--- src/rtl/id_stage_piped.sv ---
// ARM-style instruction decode stage: field decode, condition check, bypassed
// register file, RAW hazard detection and the ID/EXE pipeline register.
module id_stage_piped #(
   parameter int unsigned DATA_W   = 32,
   parameter int unsigned PC_W     = 32,
   parameter int unsigned NUM_REGS = 16,
   parameter bit          FWD_EN   = 1'b1
) (
   input  logic              clk,
   input  logic              rst,
   input  logic              freeze,
   input  logic              flush,
   input  logic              instr_valid,
   input  logic [PC_W-1:0]   pc_in,
   input  logic [31:0]       instr,
   input  logic [3:0]        status,
   input  logic              wb_en,
   input  logic [3:0]        wb_dest,
   input  logic [DATA_W-1:0] wb_value,
   input  logic              exe_wb_en,
   input  logic              exe_mem_read,
   input  logic [3:0]        exe_dest,
   input  logic              mem_wb_en,
   input  logic [3:0]        mem_dest,
   output logic              hazard,
   output logic              valid_out,
   output logic              s_update,
   output logic              branch,
   output logic              mem_w_en,
   output logic              mem_r_en,
   output logic              wb_en_out,
   output logic [3:0]        exe_cmd,
   output logic [DATA_W-1:0] val_rn,
   output logic [DATA_W-1:0] val_rm,
   output logic [PC_W-1:0]   pc_out,
   output logic [23:0]       imm24,
   output logic [11:0]       shift_operand,
   output logic [3:0]        rd,
   output logic [3:0]        src1_out,
   output logic [3:0]        src2_out,
   output logic              imm
);

   localparam int unsigned IDX_W = (NUM_REGS > 1) ? $clog2(NUM_REGS) : 1;

   typedef struct packed {
      logic              valid;
      logic              s_update;
      logic              branch;
      logic              mem_w;
      logic              mem_r;
      logic              wb;
      logic [3:0]        cmd;
      logic [DATA_W-1:0] rn;
      logic [DATA_W-1:0] rm;
      logic [PC_W-1:0]   pc;
      logic [23:0]       imm24;
      logic [11:0]       shop;
      logic [3:0]        rd;
      logic [3:0]        s1;
      logic [3:0]        s2;
      logic              imm;
   } idex_t;

   logic [3:0] cond, opcode, rn_a, rd_a, rm_a;
   logic [1:0] mode;
   logic       i_bit, s_bit;

   assign cond   = instr[31:28];
   assign mode   = instr[27:26];
   assign i_bit  = instr[25];
   assign opcode = instr[24:21];
   assign s_bit  = instr[20];
   assign rn_a   = instr[19:16];
   assign rd_a   = instr[15:12];
   assign rm_a   = instr[3:0];

   logic [3:0] dec_cmd;
   logic       dec_wb, dec_mr, dec_mw, dec_br, dec_s;
   logic       is_str, use1, use2;

   always_comb begin
      dec_cmd = '0;
      dec_wb  = 1'b0;
      dec_mr  = 1'b0;
      dec_mw  = 1'b0;
      dec_br  = 1'b0;
      dec_s   = 1'b0;
      is_str  = 1'b0;
      use1    = 1'b1;
      case (mode)
         2'b00: begin
            dec_s  = s_bit;
            dec_wb = 1'b1;
            case (opcode)
               4'b1101: begin dec_cmd = 4'b0001; use1 = 1'b0; end
               4'b1111: begin dec_cmd = 4'b1001; use1 = 1'b0; end
               4'b0100: dec_cmd = 4'b0010;
               4'b0101: dec_cmd = 4'b0011;
               4'b0010: dec_cmd = 4'b0100;
               4'b0110: dec_cmd = 4'b0101;
               4'b0000: dec_cmd = 4'b0110;
               4'b1100: dec_cmd = 4'b0111;
               4'b0001: dec_cmd = 4'b1000;
               4'b1010: begin dec_cmd = 4'b0100; dec_wb = 1'b0; end
               4'b1000: begin dec_cmd = 4'b0110; dec_wb = 1'b0; end
               default: begin dec_wb = 1'b0; dec_s = 1'b0; end
            endcase
         end
         2'b01: begin
            dec_cmd = 4'b0010;
            if (s_bit) begin
               dec_mr = 1'b1;
               dec_wb = 1'b1;
            end else begin
               dec_mw = 1'b1;
               is_str = 1'b1;
            end
         end
         2'b10: begin
            dec_br = 1'b1;
            use1   = 1'b0;
         end
         default: use1 = 1'b0;
      endcase
   end

   assign use2 = is_str || (mode == 2'b00 && !i_bit);

   logic [3:0] src1, src2;
   assign src1 = rn_a;
   assign src2 = is_str ? rd_a : rm_a;

   logic n_f, z_f, c_f, v_f, cond_ok;
   assign {n_f, z_f, c_f, v_f} = status;

   always_comb begin
      case (cond)
         4'h0:    cond_ok = z_f;
         4'h1:    cond_ok = !z_f;
         4'h2:    cond_ok = c_f;
         4'h3:    cond_ok = !c_f;
         4'h4:    cond_ok = n_f;
         4'h5:    cond_ok = !n_f;
         4'h6:    cond_ok = v_f;
         4'h7:    cond_ok = !v_f;
         4'h8:    cond_ok = c_f && !z_f;
         4'h9:    cond_ok = !c_f || z_f;
         4'ha:    cond_ok = (n_f == v_f);
         4'hb:    cond_ok = (n_f != v_f);
         4'hc:    cond_ok = !z_f && (n_f == v_f);
         4'hd:    cond_ok = z_f || (n_f != v_f);
         4'he:    cond_ok = 1'b1;
         default: cond_ok = 1'b0;
      endcase
   end

   function automatic logic in_range(input logic [3:0] a);
      return 32'(a) < NUM_REGS;
   endfunction

   logic [DATA_W-1:0] regs [NUM_REGS];
   logic [DATA_W-1:0] rd_rn, rd_rm;

   // Unimplemented addresses read 0 even when a write to them is in flight.
   always_comb begin
      rd_rn = '0;
      rd_rm = '0;
      if (in_range(src1))
         rd_rn = (wb_en && wb_dest == src1) ? wb_value : regs[src1[IDX_W-1:0]];
      if (in_range(src2))
         rd_rm = (wb_en && wb_dest == src2) ? wb_value : regs[src2[IDX_W-1:0]];
   end

   always_ff @(posedge clk or negedge rst) begin
      if (!rst) begin
         for (int unsigned i = 0; i < NUM_REGS; i++) regs[i] <= '0;
      end else if (wb_en && in_range(wb_dest)) begin
         regs[wb_dest[IDX_W-1:0]] <= wb_value;
      end
   end

   logic exe_hit, mem_hit;
   assign exe_hit = exe_wb_en && ((use1 && exe_dest == src1) || (use2 && exe_dest == src2));
   assign mem_hit = mem_wb_en && ((use1 && mem_dest == src1) || (use2 && mem_dest == src2));
   assign hazard  = instr_valid && (FWD_EN ? (exe_mem_read && exe_hit) : (exe_hit || mem_hit));

   idex_t load, pipe;
   logic  bubble;
   assign bubble = hazard || !instr_valid || !cond_ok;

   // Data fields load even on a bubble; only control and valid are squashed.
   always_comb begin
      load       = '0;
      load.rn    = rd_rn;
      load.rm    = rd_rm;
      load.pc    = pc_in;
      load.imm24 = instr[23:0];
      load.shop  = instr[11:0];
      load.rd    = rd_a;
      load.s1    = src1;
      load.s2    = src2;
      load.imm   = i_bit;
      if (!bubble) begin
         load.valid    = 1'b1;
         load.s_update = dec_s;
         load.branch   = dec_br;
         load.mem_w    = dec_mw;
         load.mem_r    = dec_mr;
         load.wb       = dec_wb;
         load.cmd      = dec_cmd;
      end
   end

   always_ff @(posedge clk or negedge rst) begin
      if (!rst)
         pipe <= '0;
      else if (flush)
         pipe <= '0;
      else if (!freeze)
         pipe <= load;
   end

   assign valid_out     = pipe.valid;
   assign s_update      = pipe.s_update;
   assign branch        = pipe.branch;
   assign mem_w_en      = pipe.mem_w;
   assign mem_r_en      = pipe.mem_r;
   assign wb_en_out     = pipe.wb;
   assign exe_cmd       = pipe.cmd;
   assign val_rn        = pipe.rn;
   assign val_rm        = pipe.rm;
   assign pc_out        = pipe.pc;
   assign imm24         = pipe.imm24;
   assign shift_operand = pipe.shop;
   assign rd            = pipe.rd;
   assign src1_out      = pipe.s1;
   assign src2_out      = pipe.s2;
   assign imm           = pipe.imm;

endmodule

--- config.mk ---
export PLATFORM = sky130hd
export DESIGN_NAME = id_stage_piped
export DESIGN_NICKNAME = d
export VERILOG_FILES = /design/src/rtl/id_stage_piped.sv
export SDC_FILE = /design/constraint.sdc
export NUM_CORES = 1
export LEC_CHECK = 0
export BUFFER_PORTS_ARGS = -buffer_cell sky130_fd_sc_hd__buf_2
export CORE_MARGIN = 1
export CORE_UTILIZATION = 43
export CTS_BUF_LIST = sky130_fd_sc_hd__clkbuf_4
export CTS_CLUSTER_DIAMETER = 150
export DETAILED_ROUTE_END_ITERATION = 6
export PLACE_DENSITY = 0.59
export SETUP_SLACK_MARGIN = 0.3
export SYNTH_ARGS = -nofsm -noshare
export SYNTH_HDL_FRONTEND = slang
export SYNTH_SLANG_ARGS = --single-unit
--- constraint.sdc ---
create_clock -name clk -period 7.6 [get_ports clk]
set_input_delay 1.52 -clock clk [delete_from_list [all_inputs] [get_ports clk]]
set_output_delay 1.52 -clock clk [all_outputs]
set_load 0.1 [all_outputs]
---- Word-level counts from Yosys, hierarchy flattened ----
Index checks and enable logic that the tools add are counted.
W data, S select, Z words.
cells by class
  reduce and logical (&&, ||, !) cells .... 32
  bitwise gates (word level) .............. 3
  mux-type cells .......................... 29
  equality and inequality tests ........... 33
  $lt $le $gt $ge ......................... 4
operators with widths
  kind                  count
  $bwmux W512           1
  $mux W155             2
  $bmux W32 S4          2
  $mux W32              7
  $demux W32 S4         1
  $eq A4 B4 Y1 const B  12
  $pmux W4 S9           1
  $eq A4 B3 Y1 const B  7
  $eq A4 B4 Y1          4
  $ge A5 B5 Y1 const B  3
  $not A4 Y5            3
  $pmux W1 S15          1
  $eq A4 B2 Y1 const B  3
  $logic_and A1 B1 Y1   11
  $reduce_or A11 Y1     1
  $mux W10              1
  $mux W1               9
  $reduce_or A9 Y1      1
  $eq A4 B1 Y1 const B  2
  $logic_not A4 Y1      2
  $pmux W4 S2           1
  $logic_not A1 Y1      7
  $logic_or A1 B1 Y1    6
  $reduce_or A2 Y1      3
  other kinds (9)       10
word-level totals
  output and inout bits ................... 156
  register bits ........................... 667
  input bits .............................. 121

---- Logic depth before layout (Yosys ltp) ----
  word-level depth ........................ 14
  gate-level depth with buffers ........... 12
  mapped depth without buffers ............ 7

---- Least setup slack after synthesis ----
No wires, ideal clock.
  path type ............................... input -> output
  from .................................... input port instr[26]
  to ...................................... output port hazard
  arrival time ............................ 3685 ps
  path buffers ............................ 3
  slack ................................... 2395 ps
  stages .................................. 8
  required time ........................... 6080 ps
  cells stage by stage .................... buf_6 > or3b_1 > buf_4 > buf_2 > a2111oi_0 > nor2_1 > o32ai_1 > and2_1
between the ends
  word-level cells in the longest chain between the ends .. 9
  elaborated cells between the ends (all ways) .. 14
  classes of those cells .................. eq/ne (2); mux (3); reduce/logical (9)
RTL lines
  element                             line  RTL
  start, declared                     15    input logic [31:0] instr,
  $eq A2 B1 Y1                        91    case (mode)
  $mux W1                             91
  $mux W4                             132   assign src2 = is_str ? rd_a : rm_a;
  $eq A4 B4 Y1                        184   assign exe_hit = exe_wb_en && ((use1 && exe_dest == src1) || (use2 && exe_dest == src2));
  $logic_and A1 B1 Y1                 184
  $logic_or A1 B1 Y1 *                184
  $logic_and A1 B1 Y1 *               184
  $logic_and A1 B1 Y1 * (2 in a row)  186   assign hazard = instr_valid && (FWD_EN ? (exe_mem_read && exe_hit) : (exe_hit || mem_hit));
  end, declared                       25    output logic hazard,
Every way passes the cells marked *; elsewhere a longest branch is shown, timed or not.

---- Final worst setup path ----
Same ends and word-level chain as after synthesis.

==> results.toml <==
[pwr]
clock_power_share_pct = 29.9
combPwrFrac_pct = 26.2
p_leak_nw = 17.7
power.switching_mw = 3.59
p_per_area_nw_per_um2 = 266
p_int_mw = 7.17
ir_drop_v = 0.000149
pwr-share-seq_pct = 43.9
swShare_pct = 33.4

[placed_design]
dp_hpwl_microns = 67500
gp_congestion = 0.804
dp.cells = 4005
portBuffers = 271

[clock_tree]
cts_resized = 0
cts_setup_buffers = 0
clk_pin_slew_ns = 0.06
cts_tree = "yes"
htreeDepth = 4
cts-hold-fix-buffers = 0
clock_latency_ns = 1.05
cts_buffer_depth = 3
cts_root_buffer = "clkbuf_4"
cts_buffers = 177
clock_sinks = 647

[detailed_routing]
wl_microns = 120000
vias = 27032
ant_nets = 0
drc = 0
drt-initial-drc-count = 2826
wl_per_cell_microns = 27.9
dr.pass1.iters = 5
vias_per_cell = 6.26

[timing]
period_share_pct = 71.8
drv_slew = 0
period_minus_slack_ns = 5.46
max_slew_margin_pct = 18.9
hold_viol = 0
rsz0062_at_grt = "no"
worst_slew_pin_slew_ns = 1.22
fmax_mhz = 183
tns_ns = 0
setup_viol = 0
finClkSkew_ns = 0.0616

[critical_path]
critical_path_class = "input pin to output port"
slowest_delay_ns = 0.66
critical_path_depth = 7
r2r-end = "val_rm[11]"
crit_chain = "buf_2, or3b_4, a2111oi_0, nor2_1, o32ai_1, and2_1, buf_2"
cp-start-kind = "input pin"
path_buf_inv = 2
r2r_setup_slack_ns = 5.62
critPathArrivalTime_ns = 3.94
crit_path_frequent_cell = "buf_2"
critPathRequiredTime_ns = 6.08
cp_max_fo = 31
reg2reg_depth = 7
crit_family = "simple AND/OR/NAND/NOR gates"
cp-end-kind = "output port"
regToRegStartpoint = "regs[427]"
endpoint = "hazard"
crit_path_start = "instr[26]"
cp_slowest_cell = "or3b_4"

[logic_synthesis]
syn_area_sq_um = 36100
synth_top_family_by_area = "multiplexers"
synth_top_cell_by_area = "dfrtp_1"
ys_top_cells_by_area = "dfrtp_1 45%, mux2_2 16%, mux4_2 15%"
syn-num-nets = 3021
synth.area.mux_share_pct = 35.7
ys_ff_latch = 647
synthCells = 2900
ys_seq_area_share_pct = 44.9
synth_compound_area_share_pct = 7.71
synth-adder-area-share_pct = 0
async_flop_share_pct = 100
synth_simple_gate_area_share_pct = 7.06
synth_flop_cell = "dfrtp_1"
syn_area_per_cell_sq_um = 12.4
synth_edf_count = 0
yosysTopAreaCellShare_pct = 44.9
synth_cell_type_count = 60
synth-xor-area-share_pct = 0.437
yosys_warnings = 0

[layout]
final_nets = 3235
multi_input_area_sq_um = 18500
final_common_cell = "dfrtp_1"
stdcell_count = 4315
final_cell_mix = "647 x dfrtp_1, 515 x mux2_2, 273 x nand2_1"
drive_above_1_share_pct = 43.9
syn_to_final_growth_pct = 12.0
nFillCells = 7336
seq_area_sq_um = 16200

[worst_hold_path]
holdPathStages = 1
hp-class = "flip-flop to flip-flop"

[die]
io_pins = 277
core_area_sq_um = 82500
dieHeight_microns = 292
dieArea_sq_um = 85000
start_util_pct = 43.7
die-width_microns = 292
rows = 105

[global_route]
grt_pass1_vias = 27434
grt.total_usage_pct = 28.4
grt_max_degree = 161
grt_first_pass_wirelength_microns = 179000
grt_overflow = 0
antenna_found_initial = 4

[flow_run]
max_cap_viol_count = 0

[status]
status = "finished, final reports clean"
[kinds of logic (layout without fill, tap and decap cells)]
group,after synthesis,count (layout)
compound gates,409,409
buf+inv,337,681
simple gates,560,560
xor+xnor,18,18
flops,647,647
mux,929,929
other cells,0,1
[worst min-delay path by stage]
stage | endpoint | start | slack (ns)
after floorplan | regs[188] | regs[188] | 0.49
after global placement | mem_w_en | mem_w_en | 0.47
after detailed placement | valid_out | valid_out | 0.49
after CTS | val_rn[7] | rst | 0.48
after global routing | imm24[21] | imm24[21] | 0.54
final | wb_en_out | wb_en_out | 0.50
[sequential cells by signal, summed over array words and instances (netlist names)]
name       cells
regs         512
pc_out        32
val_rm        32
val_rn        32
imm24         24
exe_cmd        4
src2_out       4
branch         1
imm            1
mem_r_en       1
mem_w_en       1
s_update       1
valid_out      1
wb_en_out      1
[power groups by stage]
stage | Clock [mW] | Combinational, mW | Sequential [mW]
floorplan | 0 | 1.82 | 4.96
global placement | 0 | 2.75 | 4.66
detailed placement | 0 | 2.82 | 4.75
CTS | 3.29 | 2.83 | 4.69
global route | 3.47 | 3.00 | 4.81
finish | 3.22 | 2.82 | 4.72
[synthesized netlist by cell type (4+ instances only)]
master / count
a2111oi_0: 5
a211oi_1: 33
a21boi_0: 6
a21oi_1: 158
a221o_1: 5
a221oi_1: 32
a22o_1: 16
a22oi_1: 7
a22oi_2: 20
a311oi_1: 20
a31oi_1: 10
a32o_1: 7
and3_1: 19
buf_1: 50
buf_2: 75
buf_4: 27
buf_6: 5
clkbuf_1: 139
dfrtp_1: 647
inv_1: 39
mux2_2: 516
mux2i_1: 179
mux4_2: 233
nand2_1: 274
nand2b_1: 35
nand3_1: 38
nand3b_1: 6
nor2_1: 104
nor2b_1: 39
nor3_1: 7
nor3b_1: 4
nor4_1: 16
o21ai_0: 15
o21ai_1: 19
o221ai_1: 10
o22ai_1: 36
xnor2_1: 8
xor2_1: 10
[metrics by stage]
stage          power [mW]  util [%]  setup WS [ns]  area [sq um]  hold WS [ns]
2_1_floorplan        6.78         -           2.40         36100         0.491
3_3_place_gp         7.41      46.2           2.11         38100         0.472
3_5_place_dp         7.57      46.2           2.06         38100         0.489
4_1_cts              10.8      49.0           2.15         40400         0.481
5_1_grt              11.3      49.0           2.09         40400         0.535
6_report             10.8      49.0           2.14         40400         0.501
[area by class of cell]
cell class / count / area share, %
Timing Repair Buffer: 333 / 4.74
Multi-Input combinational cell: 1916 / 45.9
Sequential cell: 647 / 40.1
Tap cell: 1070 / 3.31
Clock buffer: 270 / 5.02
Clock inverter: 39 / 0.573
Inverter: 39 / 0.362
Antenna cell: 1 / 0.00620
[routing by layer]
| metal | wire (microns) | part of all wire [%] | global-route usage (%) | up-vias |
|---|---|---|---|---|
| met4 | 4410 | 3.7 | 12.1 | 2 |
| met1 | 49600 | 41 | 37.7 | 14027 |
| li1 | - | - | - | 11329 |
| met2 | 56000 | 47 | 44.3 | 1364 |
| met3 | 10300 | 8.6 | 6.77 | 310 |
| met5 | 11 | 0.0091 | 0 | - |
(Power assumes the default switching activity.)
